$ cat src/rtl/alu_arb_pkg.sv
// Shared definitions for the two-requester ALU arbiter: FSM state encoding
// and default datapath widths.
package alu_arb_pkg;

    localparam int DATA_W_DEF = 8;
    localparam int SREG_W_DEF = 4;
    localparam int OP_W_DEF   = 4;

    typedef enum logic [1:0] {
        ST_IDLE = 2'd0,
        ST_EXEC = 2'd1,
        ST_RESP = 2'd2
    } arb_state_t;

endpackage

$ cat src/rtl/alu_rr_arbiter.sv
// Two-way grant generator for the ALU arbiter.
// Returns a one-hot grant (or zero when nobody is requesting).
// Build option ALU_ARB_FIXED_PRIO_EN: requester 0 always beats requester 1
// and the pointer input is ignored. Otherwise the pointer decides ties.
module alu_rr_arbiter (
    input  logic [1:0] valid_i,
    input  logic       ptr_i,
    output logic [1:0] gnt_o
);

`ifdef ALU_ARB_FIXED_PRIO_EN
    logic unused_ptr;
    assign unused_ptr = ptr_i;

    // req0 wins whenever it is present
    always_comb begin
        gnt_o    = 2'b00;
        gnt_o[0] = valid_i[0];
        gnt_o[1] = valid_i[1] & ~valid_i[0];
    end
`else
    // A lone requester wins outright; on a tie the pointer names the winner
    always_comb begin
        gnt_o = valid_i;
        if (valid_i == 2'b11) begin
            gnt_o = ptr_i ? 2'b10 : 2'b01;
        end
    end
`endif

endmodule

$ cat src/rtl/alu_arbiter.sv
// Shares one combinational ALU between two requesters, one transaction at a
// time. Operands are registered into the ALU inputs on accept, the ALU
// settles for one cycle, and its outputs are captured into the response
// registers of the granted requester.
// Build option ALU_ARB_FIXED_PRIO_EN: fixed priority (req0 first), no
// round-robin pointer.
//
// state | meaning
// IDLE  | waiting for a request; grant decided combinationally
// EXEC  | ALU inputs held, ALU settling
// RESP  | response valid to the granted requester until it is consumed
module alu_arbiter
    import alu_arb_pkg::*;
#(
    parameter int DATA_W = DATA_W_DEF,
    parameter int SREG_W = SREG_W_DEF,
    parameter int OP_W   = OP_W_DEF
) (
    input  logic              clk,
    input  logic              reset,

    input  logic              req0_valid,
    output logic              req0_ready,
    input  logic [DATA_W-1:0] req0_a,
    input  logic [DATA_W-1:0] req0_b,
    input  logic [OP_W-1:0]   req0_op,

    input  logic              req1_valid,
    output logic              req1_ready,
    input  logic [DATA_W-1:0] req1_a,
    input  logic [DATA_W-1:0] req1_b,
    input  logic [OP_W-1:0]   req1_op,

    output logic              rsp0_valid,
    input  logic              rsp0_ready,
    output logic [DATA_W-1:0] rsp0_result,
    output logic [DATA_W-1:0] rsp0_high,
    output logic [SREG_W-1:0] rsp0_sreg,

    output logic              rsp1_valid,
    input  logic              rsp1_ready,
    output logic [DATA_W-1:0] rsp1_result,
    output logic [DATA_W-1:0] rsp1_high,
    output logic [SREG_W-1:0] rsp1_sreg,

    output logic [DATA_W-1:0] alu_a,
    output logic [DATA_W-1:0] alu_b,
    output logic [OP_W-1:0]   alu_fsel,
    input  logic [DATA_W-1:0] alu_out,
    input  logic [DATA_W-1:0] alu_high,
    input  logic [SREG_W-1:0] alu_sreg,

    output logic              busy
);

    arb_state_t        state_q;
    logic              gnt_id_q;
    logic              ptr_q;
    logic              busy_q;
    logic              rsp0_valid_q;
    logic              rsp1_valid_q;
    logic [DATA_W-1:0] alu_a_q;
    logic [DATA_W-1:0] alu_b_q;
    logic [OP_W-1:0]   alu_fsel_q;
    logic [DATA_W-1:0] result_q;
    logic [DATA_W-1:0] high_q;
    logic [SREG_W-1:0] sreg_q;

    logic [1:0]        gnt;
    logic              in_idle;
    logic              accept;
    logic              rsp_take;
    logic [DATA_W-1:0] alu_a_d;
    logic [DATA_W-1:0] alu_b_d;
    logic [OP_W-1:0]   alu_fsel_d;

`ifdef ALU_ARB_FIXED_PRIO_EN
    assign ptr_q = 1'b0;
`endif

    alu_rr_arbiter u_rr_arbiter (
        .valid_i ({req1_valid, req0_valid}),
        .ptr_i   (ptr_q),
        .gnt_o   (gnt)
    );

    // Ready only in IDLE, only for the granted requester, never during reset
    assign in_idle    = (state_q == ST_IDLE) && !reset;
    assign req0_ready = in_idle && gnt[0];
    assign req1_ready = in_idle && gnt[1];
    assign accept     = req0_ready || req1_ready;

    assign alu_a_d    = gnt[1] ? req1_a  : req0_a;
    assign alu_b_d    = gnt[1] ? req1_b  : req0_b;
    assign alu_fsel_d = gnt[1] ? req1_op : req0_op;

    // A ready on the non-granted response port is ignored
    assign rsp_take = (state_q == ST_RESP) &&
                      (gnt_id_q ? rsp1_ready : rsp0_ready);

    // Transaction FSM with registered ALU inputs, payload and handshake outputs
    always_ff @(posedge clk) begin
        if (reset) begin
            state_q      <= ST_IDLE;
            gnt_id_q     <= 1'b0;
            busy_q       <= 1'b0;
            rsp0_valid_q <= 1'b0;
            rsp1_valid_q <= 1'b0;
            alu_a_q      <= '0;
            alu_b_q      <= '0;
            alu_fsel_q   <= '0;
            result_q     <= '0;
            high_q       <= '0;
            sreg_q       <= '0;
        end else begin
            case (state_q)
                ST_IDLE: begin
                    if (accept) begin
                        alu_a_q    <= alu_a_d;
                        alu_b_q    <= alu_b_d;
                        alu_fsel_q <= alu_fsel_d;
                        gnt_id_q   <= gnt[1];
                        busy_q     <= 1'b1;
                        state_q    <= ST_EXEC;
                    end
                end
                ST_EXEC: begin
                    result_q     <= alu_out;
                    high_q       <= alu_high;
                    sreg_q       <= alu_sreg;
                    rsp0_valid_q <= ~gnt_id_q;
                    rsp1_valid_q <= gnt_id_q;
                    state_q      <= ST_RESP;
                end
                ST_RESP: begin
                    if (rsp_take) begin
                        rsp0_valid_q <= 1'b0;
                        rsp1_valid_q <= 1'b0;
                        busy_q       <= 1'b0;
                        state_q      <= ST_IDLE;
                    end
                end
                default: begin
                    rsp0_valid_q <= 1'b0;
                    rsp1_valid_q <= 1'b0;
                    busy_q       <= 1'b0;
                    state_q      <= ST_IDLE;
                end
            endcase
        end
    end

`ifndef ALU_ARB_FIXED_PRIO_EN
    // After serving G the other requester becomes preferred
    always_ff @(posedge clk) begin
        if (reset) begin
            ptr_q <= 1'b0;
        end else if (rsp_take) begin
            ptr_q <= ~gnt_id_q;
        end
    end
`endif

    // Only the valid of the granted port is ever high, so one payload
    // register set serves both response ports
    assign rsp0_valid  = rsp0_valid_q;
    assign rsp1_valid  = rsp1_valid_q;
    assign rsp0_result = result_q;
    assign rsp0_high   = high_q;
    assign rsp0_sreg   = sreg_q;
    assign rsp1_result = result_q;
    assign rsp1_high   = high_q;
    assign rsp1_sreg   = sreg_q;

    assign alu_a    = alu_a_q;
    assign alu_b    = alu_b_q;
    assign alu_fsel = alu_fsel_q;
    assign busy     = busy_q;

endmodule
$ cat config.mk
export PLATFORM = sky130hd
export DESIGN_NAME = alu_arbiter
export DESIGN_NICKNAME = d
export VERILOG_FILES = /design/src/rtl/alu_arb_pkg.sv /design/src/rtl/alu_rr_arbiter.sv /design/src/rtl/alu_arbiter.sv
export SDC_FILE = /design/constraint.sdc
export NUM_CORES = 1
export LEC_CHECK = 0
export CORE_UTILIZATION = 38
export DETAILED_ROUTE_END_ITERATION = 16
export PLACE_DENSITY = 0.8
export SKIP_CTS_REPAIR_TIMING = 1
export SKIP_LAST_GASP = 1
export SLEW_MARGIN = 20
export SYNTH_ARGS = -nofsm -noshare
export SYNTH_HDL_FRONTEND = slang
export SYNTH_SLANG_ARGS = --single-unit
$ cat constraint.sdc
create_clock -name clk -period 1.4 [get_ports clk]
set_input_delay 0.28 -clock clk [delete_from_list [all_inputs] [get_ports clk]]
set_output_delay 0.28 -clock clk [all_outputs]
set_load 0.005 [all_outputs]
==> results.toml <==
[timing]
rsz0062_at_grt = "yes"
slew_viol_final = 0
setup_viol = 4
min_period_ns = 1.57
clock_skew_ns = 0.0117
hold_violations = 0
finalSetupTns_ns = -0.326
fmax_mhz = 635
fin_crit_sh_pct = 112
tightestPinTransition_ns = 0.365
slew_headroom_pct = 75.6
setup_ws_ns = -0.174

[grt]
grt_first_pass_wirelength_um = 10200
gr-usage-all-layers_pct = 20.4
grt_max_degree = 42
gr-total-overflow = 0
antenna_found_initial = 0
grt_pass1_vias = 2198

[synthesis]
synthFlopType = "dfxtp_1"
synthesis.nets = 329
synthArstFlopShare_pct = 0
synth_common_cells = "a21oi_1 (47), dfxtp_1 (47), nand2_1 (41)"
yosys_warnings = 0
ys_seq_area_share_pct = 41.3
syn_area_per_cell_um2 = 8.67
synth_top_area_cell = "dfxtp_1"
yosys.area.top_type_share_pct = 41.3
synthTopCellsByArea = "dfxtp_1 (41%), nor4b_2 (11%), a21oi_1 (10%)"
syn_area_mm2 = 0.00228
ys_types = 29
ys_ff_latch = 47
synth_edf_count = 0
syn_inst = 263

[cells_and_area]
finish.utilization_pct = 69.7
antenna_cells = 0
fin_area_mm2 = 0.00393
nNetsFinal = 442
areaGrowthSynthToFinish_pct = 72.5
drive_gt1_share_pct = 25.7

[critical_path]
cp.required_ns = 1.12
critPathKind = "reg -> out"
crit_arrival_ns = 1.29
cp-end-kind = "output port"
cp-start-kind = "flip-flop"
critPathMaxFanout = 2

[clock_tree]
worst_skew_pair.late_latency_ns = 0.30
cts.sinks = 47
clock-root-buffer = "clkbuf_8"
cts.clk_slew.worst_paths_ns = 0.09
cts_tree = "built"
clockBufferDepth = 2
htree_levels = 2
cts_buffers = 5

[die]
fp-row-count = 27
fp.dieH_um = 79.5
die_width_um = 79.5
die_area_mm2 = 0.00631
floorplan.initialDensity_pct = 40.4
core_area_mm2 = 0.00564
num_io_pins = 131

[routing]
drtIter0Drc = 54
drc = 0
drt_first_pass_iters = 4
route.vias.total = 2339
vias_per_cell = 5.21
drt-total-wl_um = 6820
ant_nets = 0
wl_per_cell_um = 15.2

[power_and_ir_drop]
peakVddDrop_mv = 0.696
p_per_area_mw_per_mm2 = 956
fin_total_pwr_w = 0.00376
p_leak_nw = 2.36

[placed_design]
place_ws_ns = -0.629
place.gp.congestion = 0.746
placed_area_mm2 = 0.00350
place_hpwl_um = 4540
io_buffers = 130

[run]
cap_viol_max_count = 0

[worst_hold_path]
min_path_type = "in -> reg"

[run_status]
status = "complete, but fails checks"
violations = "negative setup slack"
-- logic make-up (layout without fill, tap and decap cells) --
family	count (synthesis)	in the layout	synth area share [%]
AO/OA/AOI/OAI	53	53	12.6
multiplexers	1	1	0.439
buffers and inverters	47	161	12.8
AND/OR/NAND/NOR	115	115	32.9
flip-flops	47	47	41.3
-- cells in the final DEF, fill, tap and decap left out, types with 3 or more instances in the layout --
cell type,synthesis,layout
dlymetal6s2s_1,0,65
clkdlybuf4s50_1,0,62
a21oi_1,47,47
nand2_1,41,41
dfxtp_2,0,38
nor3_1,21,20
nor4_1,20,20
nor4b_2,17,19
buf_4,21,19
dfxtp_1,47,9
clkbuf_8,0,5
buf_2,11,3
-- layer usage --
layer	share of wire [%]	wire length [um]	GRT usage (%)
met4	2.3	154	6.91
met5	0	0	0
met2	50	3430	36.3
met1	39	2660	23.0
met3	8.5	578	6.17
-- final timing paths --
check,startpoint,end,slack [ns],cells past startpoint
max,ptr_q,req1_ready,-0.17,3
min,req0_valid,gnt_id_q,0.38,3
max reg2reg,ptr_q,alu_fsel[1],-0.01,4
min reg2reg,rsp0_sreg[3],rsp0_sreg[3],0.46,2
-- final cells by class --
type                            count  area, um^2
Fill cell                         464        1710
Tap cell                           72        90.1
Clock buffer                        6        72.6
Sequential cell                    47         988
Timing Repair Buffer              151        1610
Inverter                            2        7.51
Multi-Input combinational cell    169        1100
Clock inverter                      2        60.1
-- state kept, by name (all words and copies together), names as in the netlist --
signal / flops
alu_fsel: 4
gnt_id_q: 1
busy: 1
rsp0_sreg: 4
alu_a: 8
rsp0_result: 8
rsp0_high: 8
state_q: 2
rsp0_valid: 1
rsp1_valid: 1
alu_b: 8
ptr_q: 1
-- stage by stage --
stage          instances  hold slack [ns]
4_1_cts              444            0.412
2_1_floorplan        263            0.362
3_3_place_gp         436            0.455
6_report             449            0.379
5_1_grt              449            0.403
3_5_place_dp         436            0.465
-- critical path: stages, from the launching register on --
cell and delay [ns]:
dfxtp_2 0.34, and2b_2 0.24, nor4b_4 0.25, buf_2 0.16
-- power by group --
group	leakage [nW]	switching [W]	internal (W)	total, W
combinational	1.89	0.000446	0.000593	0.00104
clock	0.0654	0.000452	0.000714	0.00117
sequential	0.401	0.0000743	0.00148	0.00156
total	2.36	0.000972	0.00279	0.00376
(Power assumes the default switching activity.)
